<file path="config.mk">
export PLATFORM = sky130hd
export DESIGN_NAME = sp_ram
export DESIGN_NICKNAME = d
export VERILOG_FILES = /design/src/rtl/sp_ram.sv
export SDC_FILE = /design/constraint.sdc
export NUM_CORES = 1
export LEC_CHECK = 0
export BUFFER_PORTS_ARGS = -buffer_cell sky130_fd_sc_hd__buf_2
export CAP_MARGIN = 25
export CORE_ASPECT_RATIO = 1.25
export CORE_MARGIN = 1.5
export CORE_UTILIZATION = 60
export CTS_CLUSTER_SIZE = 28
export DETAILED_ROUTE_END_ITERATION = 6
export PLACE_DENSITY = 0.78
export SYNTH_ARGS = -nofsm -noshare
export SYNTH_HDL_FRONTEND = slang
export SYNTH_SLANG_ARGS = --single-unit
</file>
<file path="constraint.sdc">
create_clock -name clk -period 1.6 [get_ports clk]
set_input_delay 0.32 -clock clk [delete_from_list [all_inputs] [get_ports clk]]
set_output_delay 0.32 -clock clk [all_outputs]
set_load 0.01 [all_outputs]
</file>
<file path="src/rtl/sp_ram.sv">
// Synchronous single-port RAM: one shared address, active-low chip select and a
// write/read strobe. Read data is registered and held until the next read.
module sp_ram #(
  parameter int unsigned WD = 8,
  parameter int unsigned DP = 16,
  localparam int unsigned AW = $clog2(DP)
) (
  input  logic          clk,
  input  logic          rst_n,
  input  logic          cs_n,
  input  logic          w_r_n,
  input  logic [AW-1:0] addr,
  input  logic [WD-1:0] din,
  output logic [WD-1:0] dout
);

  logic [WD-1:0] mem [DP];
  logic [WD-1:0] dout_q;
  logic          wr_en;
  logic          rd_en;

  // rst_n gates writes so the array is frozen while reset is held.
  assign wr_en = rst_n && !cs_n && w_r_n;
  assign rd_en = !cs_n && !w_r_n;

  // The storage array has no reset; its contents survive rst_n.
  always_ff @(posedge clk) begin
    if (wr_en) begin
      mem[addr] <= din;
    end
  end

  always_ff @(posedge clk or negedge rst_n) begin
    if (!rst_n) begin
      dout_q <= '0;
    end else if (rd_en) begin
      dout_q <= mem[addr];
    end
  end

  assign dout = dout_q;

endmodule

</file>
* Word level (Yosys, flattened, before mapping)
Memory sizes are Yosys's and may differ from the RTL's. A register that Yosys moved wholly into a read port is not among the register bits.
Cells that the tools add are included.
** Storage, ports and cells
- Register bits :: 0
- Memory bits (writable) :: 128
- Memories :: 1
** Memory list
- mem :: words 16, width 8, rd ports 1, clocked after Yosys merged registers in 1, write ports 1, RTL line 17 : logic [WD-1:0] mem [DP];
** Cells by class
- Reduce and logical (&&, ||, !) cells :: 6
- Mux-type cells :: 2
** Operators by type and width (number)
- $logic_and 1x1->1 :: 3
- $logic_not 1->1 :: 3
- $mux 1 :: 2

* Longest topological paths before layout
Gate-level depths: netlist of the first run.
- Depth after elaboration :: 5
- Mapped depth :: 7
- Depth with buffers taken out :: 4

* Least setup slack after synthesis of the first run
OpenSTA, ideal clock, no wires.
- Path kind :: input -> register
- Start point :: input port addr[0]
- End point :: memory mem[1][0] (enable)
- Arrival time :: 1622 ps
- Data required time :: 1217 ps
- Path slack :: -405 ps
- Setup time :: 383 ps
- Stages :: 5
- Cells stage by stage :: buf_6 buf_12 nand2b_1 or3_1 nor3_1
** RTL lines
- from (decl) :: RTL line 12 : input logic [AW-1:0] addr,
- to (decl) :: RTL line 17
Straight into the memory's write port.

* Worst setup path in the final report of the first run
- Start point :: input port rst_n
- End point :: memory mem[1][0] (enable)
** Between the ends
- Longest elaborated chain between the ends :: 4
** Ends and longest elaborated chain
- from (decl) :: RTL line 9 : input logic rst_n,
- $logic_and 1x1->1 (2 in series) :: RTL line 23 : assign wr_en = rst_n && !cs_n && w_r_n;
- $mux 1 :: RTL line 28 : if (wr_en) begin
- $mux 1 (implied by the code) :: RTL line 29 : mem[addr] <= din;
Every way passes these cells.

==> results_dict.tcl, run 1 <==
set metrics [dict create \
    status "finished clean" \
    startpoint_type "input pin" \
    fp.dieArea_sq_um 9600 \
    rr_startpoint "mem[13][6]" \
    avgSynthCellArea_sq_um 17.6 \
    grt_pass1_wl_mm 17.0 \
    dp_slack_ns -0.138 \
    internal_power_mw 6.51 \
    routed_wl_mm 11.3 \
    async_flop_share_pct 5.88 \
    p_switching_mw 1.69 \
    synth_cells 308 \
    holdPathStages 1 \
    r2r_cells 4 \
    finalPower_mw 8.21 \
    clock_sinks 136 \
    rows 38 \
    clockPowerShare_pct 45.3 \
    timing.final.ws_setup_ns 0.0330 \
    worstPathCellList "dlygate4sd3_1 -> buf_2 -> nand2_1 -> or3_4 -> nor3_4 -> buf_4" \
    yosysUniqueCellTypes 28 \
    yosys.area.top_type "edfxtp_1" \
    leakagePower_nw 2.39 \
    clk_pin_slew_ns 0.06 \
    ant_nets 0 \
    start_util_pct 62.2 \
    finalSetupViolCount 0 \
    vias 3066 \
    fmax_mhz 638 \
    diodes 0 \
    worst_path_max_delay_cell "dlygate4sd3_1" \
    grt_usage_pct 26.2 \
    hp-start "din[5]" \
    drv_cap 0 \
    slew_viol_final 0 \
    required_ns 1.84 \
    synth_fp_nets 324 \
    crit_start "rst_n" \
    grt_max_degree 17 \
    io_pins 24 \
    nets 395 \
    post-dp-hpwl_mm 7.63 \
    place_congestion 0.809 \
    htreeDepth 4 \
    place_area_sq_um 6090 \
    synthTopCellsByArea "edfxtp_1 71%, mux2i_1 8.9%, dfrtp_1 3.7%" \
    vias_per_cell 5.99 \
    area_growth_pct 23.6 \
    cts_tree "yes" \
    die_x_um 87.9 \
    numCtsBuffers 17 \
    drc 0 \
    fin_crit_sh_pct 97.9 \
    r2r-end "dout[6]" \
    synth_top_area_share_pct 71.1 \
    layout-drive-gt1-share_pct 32.4 \
    ys.flop_type "edfxtp_1" \
    min_to "mem[14][5]" \
    r2r_setup_slack_ns 0.23 \
    pwr-share-seq_pct 48.4 \
    core_region_area_sq_um 8700 \
    clock_latency_ns 0.52 \
    syn_area_sq_um 5410 \
    slew_headroom_pct 73.8 \
    final_cell_area_sq_um 6690 \
    synth_most_common_cell "edfxtp_1" \
    clockBufferDepth 2 \
    antenna_found_initial 0 \
    synth_edf_count 128 \
    num-fill-cells 491 \
    worstPathArrival_ns 1.81 \
    die_y_um 109 \
    critPathKind "in2reg" \
    synthTopCellsByCount "128 x edfxtp_1, 48 x mux2i_1, 28 x nor2_1, 13 x o22ai_1" \
    skew_ns 0.00549 \
    cpPeakStageDelay_ns 0.52 \
    ys_ff_latch 136 \
    finalHoldViolCount 0 \
    drtIter0Drc 276 \
    cp-end-kind "flip-flop" \
    dr.pass1.iters 4 \
    clockRootBuffer "clkbuf_8" \
    yosysSeqAreaShare_pct 74.8 \
    switching_share_pct 20.6 \
    hold_class "in2reg" \
    cp_max_fo 4 \
    p_comb_share_pct 6.3 \
    fin_util_pct 76.8 \
    wl_per_cell_um 22.1 \
    rsz0062_at_grt "false" \
    holdWs_ns 0.206 \
    fin_crit_ns 1.57 \
    yosys_warnings 0 \
    vdd_drop_max_v 0.000941 \
    grt_pass1_vias 3097 \
    power.density_nw_per_um2 1230 \
    numPortBuffers 23 \
    overflow 0 \
    worst_pin_slew_ns 0.392 \
]
-- layout make-up --
type	instances	area (sq um)	area share [%]
clock inverters	14	158	2.36
multi-input cells	154	1290	19.3
flip-flops and latches	136	4040	60.5
repair buffers	70	624	9.34
clock buffers	18	418	6.25
well taps	120	150	2.25
-- registers in the layout (all words and copies together) (netlist names) --
name,cells
dout,8
mem,128
-- routing by layer --
| metal | up-vias | GRT usage, % | share of wire [%] |
|---|---|---|---|
| met2 | 97 | 45.6 | 54 |
| met4 | 0 | 11.6 | 2.7 |
| met1 | 1575 | 30.3 | 38 |
| met3 | 25 | 6.81 | 5.2 |
| li1 | 1369 | - | - |
| met5 | - | 0 | 0 |
-- critical path: cells and delay by family --
kind,cells,cell delay [ns]
buf+inv,3,0.79
simple gates,3,0.69
-- stage by stage --
step	instances	TNS (ns)
2_1_floorplan	308	-8.85
3_3_place_gp	479	-0.575
3_5_place_dp	479	-1.24
4_1_cts	512	0
5_1_grt	512	0
6_report	512	0
-- worst max-delay path by stage --
stage | slack [ns] | end
3_5_place_dp | -0.14 | dout[3]
6_report | 0.03 | mem[1][0]
5_1_grt | 0.009 | mem[5][4]
4_1_cts | 0.03 | mem[1][7]
3_3_place_gp | -0.10 | dout[3]
2_1_floorplan | -0.18 | mem[5][0]
-- cells by family (layout without fill, tap and decap cells) --
kind of cell | count (synthesis) | in the layout | synth area share, %
compound gates | 37 | 37 | 5.11
mux | 56 | 56 | 12.2
flops | 136 | 136 | 74.8
buf+inv | 18 | 102 | 2.50
simple gates | 61 | 61 | 5.39
-- timing repair --
| action | in CTS | in global routing |
|---|---|---|
| resized for setup | 0 | 2 |
| hold buffers | 1 | 0 |
| hold endpoints to repair | 8 | 0 |
| setup buffers | 0 | 0 |
| endpoints found under the setup margin | 0 | 44 |
-- placed cells by master (no fill, tap or decap), types with 7 or more instances in the layout --
cell type / Yosys / layout
mux2i_1: 48 / 48
edfxtp_1: 128 / 128
dfrtp_1: 8 / 8
mux4_2: 8 / 8
nor2_1: 28 / 20
clkbuf_16: 0 / 16
buf_4: 6 / 33
buf_12: 1 / 12
o22ai_1: 13 / 13
nand2_1: 8 / 8
nor2_2: 0 / 7
buf_2: 5 / 23
-- power groups by stage --
stage	sequential, mW	combinational, mW	clock (mW)
final	3.97	0.517	3.72
after CTS	3.97	0.517	3.76
after floorplan	4.06	0.262	0
after global routing	3.98	0.556	3.89
after global placement	4.04	0.500	0
after detailed placement	4.04	0.512	0
(Power assumes the default switching activity.)
==> run 2, diff against run 1 <==
--- a/config.mk
+++ b/config.mk
@@ -8,11 +8,11 @@
 export BUFFER_PORTS_ARGS = -buffer_cell sky130_fd_sc_hd__buf_2
 export CAP_MARGIN = 25
 export CORE_ASPECT_RATIO = 1.25
-export CORE_MARGIN = 1.5
-export CORE_UTILIZATION = 60
+export CORE_MARGIN = 2
+export CORE_UTILIZATION = 55
 export CTS_CLUSTER_SIZE = 28
 export DETAILED_ROUTE_END_ITERATION = 6
-export PLACE_DENSITY = 0.78
+export PLACE_DENSITY = 0.72
 export SYNTH_ARGS = -nofsm -noshare
 export SYNTH_HDL_FRONTEND = slang
 export SYNTH_SLANG_ARGS = --single-unit
==> results_dict.tcl, run 2 (synthesis gave the netlist of run 1 again) <==
set metrics [dict create \
    status "finished clean" \
    die_x_um 92.7 \
    clock_latency_ns 0.41 \
    overflow 0 \
    fin_crit_sh_pct 86.2 \
    critPathKind "reg2reg" \
    wl_met2_mm 6.19 \
    ctsResizeCount 0 \
    required_ns 1.88 \
    finalHoldViolCount 0 \
    finalSetupViolCount 0 \
    cts_setup_buffers 0 \
    drv_cap 0 \
    slew_viol_final 0 \
    rows 40 \
    holdPathStages 1 \
    clockRootBuffer "clkbuf_16" \
    cts_tree "yes" \
    dr.pass1.iters 5 \
    clk_pin_slew_ns 0.05 \
    layout_commonest_cell "edfxtp_1" \
    antenna_found_initial 0 \
    nets 392 \
    startpoint_type "flip-flop" \
    core_region_area_sq_um 9610 \
    grt_max_degree 17 \
    htreeDepth 4 \
    top_layer_used "met4" \
    hold_class "in2reg" \
    grt_pass1_wl_mm 17.4 \
    place_congestion 0.860 \
    area_growth_pct 23.2 \
    final_cell_area_sq_um 6660 \
    grt_usage_pct 23.4 \
    worstPathArrival_ns 1.66 \
    final_cell_mix "128 x edfxtp_1, 48 x mux2i_1, 34 x buf_4, 23 x buf_2, 21 x nor2_1" \
    finalSetupTns_ns 0 \
    vias_per_cell 5.96 \
    r2r_cells 3 \
    layout-drive-gt1-share_pct 31.9 \
    fp.dieArea_sq_um 10600 \
    vdd_drop_max_v 0.000955 \
    diodes 0 \
    cp_max_fo 1 \
    clockBufferDepth 2 \
    post-dp-hpwl_mm 7.70 \
    leakagePower_nw 2.39 \
    wl_per_cell_um 22.2 \
    die_y_um 115 \
    worst_pin_slew_ns 0.348 \
    drtIter0Drc 338 \
    skew_ns 0.00440 \
    wl_met3_um 647 \
    numPortBuffers 23 \
    place_area_sq_um 6040 \
    ant_nets 0 \
    io_pins 24 \
    cp-end-kind "flip-flop" \
    met1_length_mm 4.31 \
    drc 0 \
    numCtsBuffers 17 \
    vias 3067 \
    largest_register_ffs 128 \
    grt_pass1_vias 3043 \
    power.density_nw_per_um2 1270 \
    postCtsHoldBufs 1 \
    clock_sinks 136 \
    fin_crit_ns 1.38 \
    fmax_mhz 725 \
    routed_wl_mm 11.4 \
    start_util_pct 56.3 \
    slew_headroom_pct 76.8 \
    rsz0062_at_grt "false" \
    regMostFlops "mem" \
]
==> run 2: report_power, final <==
group	switching, mW	total [mW]	internal [mW]
logic	0.294	0.500	0.206
registers	0.0326	3.98	3.95
clock network	1.38	3.96	2.59
==> run 2: routing by layer <==
layer	track usage (%)	vias to the layer above
met5	0	-
met4	10.1	0
met3	6.49	31
met2	40.6	125
met1	27.7	1552
li1	-	1359
==> run 2: stage by stage <==
stage	power [mW]	instances	hold WS (ns)	worst slack, ns	util (%)
2_1_floorplan	4.32	308	0.0244	-0.175	-
5_1_grt	8.69	515	0.310	0.183	69.3
4_1_cts	8.50	515	0.311	0.201	69.3
3_5_place_dp	4.55	482	0.250	-0.199	62.9
3_3_place_gp	4.53	482	0.244	-0.141	62.9
6_report	8.44	515	0.326	0.222	69.3
==> run 2: path summary, 6_finish.rpt <==
path | startpoint | endpoint | slack, ns
setup reg to reg | mem[8][2] | dout[2] | 0.22
hold reg to reg | dout[3] | dout[3] | 0.57
min in group asynchronous | rst_n | dout[7] | 0.37
hold / removal | din[1] | mem[15][1] | 0.33
max in group asynchronous | rst_n | dout[6] | 1.10
setup / recovery | mem[8][2] | dout[2] | 0.22
==> run 2: critical path, cell delays in order, from the launching register on <==
cell      delay (ns)
edfxtp_1        0.36
mux4_2          0.53
o21ai_1         0.23
a31oi_1         0.13
==> run 2: layout make-up <==
class | instances | area (sq um)
clock buffer | 18 | 429
clock inverter | 14 | 180
fill | 621 | 2950
multi-input combinational | 154 | 1290
sequential | 136 | 4040
tap | 126 | 158
timing repair buffer | 67 | 561
==> run 3, diff against run 2 <==
--- a/config.mk
+++ b/config.mk
@@ -5,6 +5,7 @@
 export SDC_FILE = /design/constraint.sdc
 export NUM_CORES = 1
 export LEC_CHECK = 0
+export ABC_CLOCK_PERIOD_IN_PS = 1600
 export BUFFER_PORTS_ARGS = -buffer_cell sky130_fd_sc_hd__buf_2
 export CAP_MARGIN = 25
 export CORE_ASPECT_RATIO = 1.25
@@ -13,6 +14,7 @@
 export CTS_CLUSTER_SIZE = 28
 export DETAILED_ROUTE_END_ITERATION = 6
 export PLACE_DENSITY = 0.72
+export REMOVE_ABC_BUFFERS = 1
 export SYNTH_ARGS = -nofsm -noshare
 export SYNTH_HDL_FRONTEND = slang
 export SYNTH_SLANG_ARGS = --single-unit
==> results_dict.tcl, run 3 (synthesis gave the netlist of run 1 again) <==
set metrics [dict create \
    status "finished clean" \
    cp_top_family "simple AND/OR/NAND/NOR gates" \
    routed_wl_mm 10.6 \
    grt_pass1_wl_mm 16.7 \
    timing.critical_path.mode_cell "buf_4" \
    cts_tree "yes" \
    core_region_area_sq_um 9610 \
    finalHoldViolCount 0 \
    power.density_nw_per_um2 1290 \
    area_growth_pct 19.8 \
    numCtsBuffers 17 \
    cpPeakStageDelay_ns 0.24 \
    startpoint_type "input pin" \
    fin_crit_sh_pct 81.1 \
    worstPathCellList "buf_2 -> buf_4 -> and2_4 -> nand2_1 -> nor3_1 -> buf_4" \
    worst_pin_slew_ns 0.275 \
    grt_max_degree 17 \
    ctsResizeCount 0 \
    cp-end-kind "flip-flop" \
    vias_per_cell 5.73 \
    start_util_pct 56.3 \
    final_cell_mix "128 x edfxtp_1, 48 x mux2i_1, 31 x buf_4, 28 x nor2_1, 23 x buf_2" \
    overflow 0 \
    die_x_um 92.7 \
    clock_sinks 136 \
    numPortBuffers 23 \
    cp_max_fo 9 \
    vias 2903 \
    finalSetupViolCount 0 \
    fin_crit_ns 1.30 \
    clockBufferDepth 2 \
    layout_commonest_cell "edfxtp_1" \
    htreeDepth 4 \
    dp_slack_ns -0.0758 \
    clk_pin_slew_ns 0.05 \
    wl_per_cell_um 21.0 \
    grt_pass1_vias 2984 \
    placedCellCount 474 \
    seq_area_sq_um 4040 \
    multi_input_area_sq_um 1230 \
    timing.final.ws_setup_ns 0.303 \
    num-fill-cells 656 \
    dr.pass1.iters 4 \
    skew_ns 0.00455 \
    drtIter0Drc 233 \
    hold_class "in2reg" \
    path_buf_inv 3 \
    layout-drive-gt1-share_pct 27.0 \
    antenna_found_initial 0 \
    cts_setup_buffers 0 \
    regMostFlops "mem" \
    place_congestion 0.824 \
    min_to "mem[14][2]" \
    ant_nets 0 \
    clock_latency_ns 0.40 \
    post-dp-hpwl_mm 7.12 \
    finalPower_mw 8.36 \
    drv_cap 0 \
    required_ns 1.71 \
    diodes 0 \
    r2r_cells 4 \
    grt_usage_pct 21.9 \
    clockRootBuffer "clkbuf_16" \
    hp-start "din[2]" \
    r2r_setup_slack_ns 0.32 \
    die_y_um 115 \
    holdWs_ns 0.316 \
    vdd_drop_max_v 0.000834 \
    worstPathArrival_ns 1.41 \
    holdPathStages 1 \
    drc 0 \
    rows 40 \
    nets 384 \
    fp.dieArea_sq_um 10600 \
    slew_viol_final 0 \
    fin_util_pct 67.4 \
    leakagePower_nw 2.32 \
    rsz0062_at_grt "false" \
    r2r-end "dout[0]" \
    io_pins 24 \
    rr_startpoint "mem[4][0]" \
    layoutNonFillerInstCount 507 \
    largest_register_ffs 128 \
    critPathKind "in2reg" \
    slew_headroom_pct 81.1 \
    fmax_mhz 771 \
    worst_path_max_delay_cell "and2_4" \
]
-- run 3: through the flow --
stage               TNS [ns]  area, sq um
CTS                        0         6480
floorplan              -9.86         5270
detailed placement     -2.09         5860
finish                     0         6480
global placement       -1.16         5860
global route               0         6480
-- run 3: timing repair --
item,CTS,global route
hold buffers,1,0
endpoints found under the setup margin,0,0
hold endpoints to repair,8,0
-- run 3: layout make-up --
class                   count  share of cell area (%)
flip-flops and latches    136                    62.4
multi-input cells         154                    19.0
repair buffers             59                    6.76
clock buffers              19                    6.68
clock inverters            13                    2.76
well taps                 126                    2.43
-- run 3: worst max path at each step --
stage / start / endpoint / slack, ns / cells after the start
3_5_place_dp: addr[1] / mem[1][3] / -0.08 / 5
5_1_grt: mem[9][2] / dout[2] / 0.24 / 3
2_1_floorplan: addr[1] / mem[2][0] / -0.42 / 3
3_3_place_gp: addr[1] / mem[1][1] / -0.07 / 5
6_report: addr[1] / mem[3][6] / 0.30 / 6
4_1_cts: dout[6] / dout[6] / 0.28 / 1
-- run 3: report_power, final --
part	internal [mW]	switching, mW	total (mW)
logic	0.193	0.268	0.461
registers	3.95	0.0305	3.98
clock network	2.59	1.33	3.92
-- run 3: routing by layer --
metal | GRT usage, % | vias to the layer above | wire length [um]
met5 | 0 | - | 0
li1 | - | 1342 | -
met2 | 38.3 | 87 | 5820
met4 | 9.51 | 0 | 171
met3 | 4.85 | 11 | 543
met1 | 26.4 | 1463 | 4080
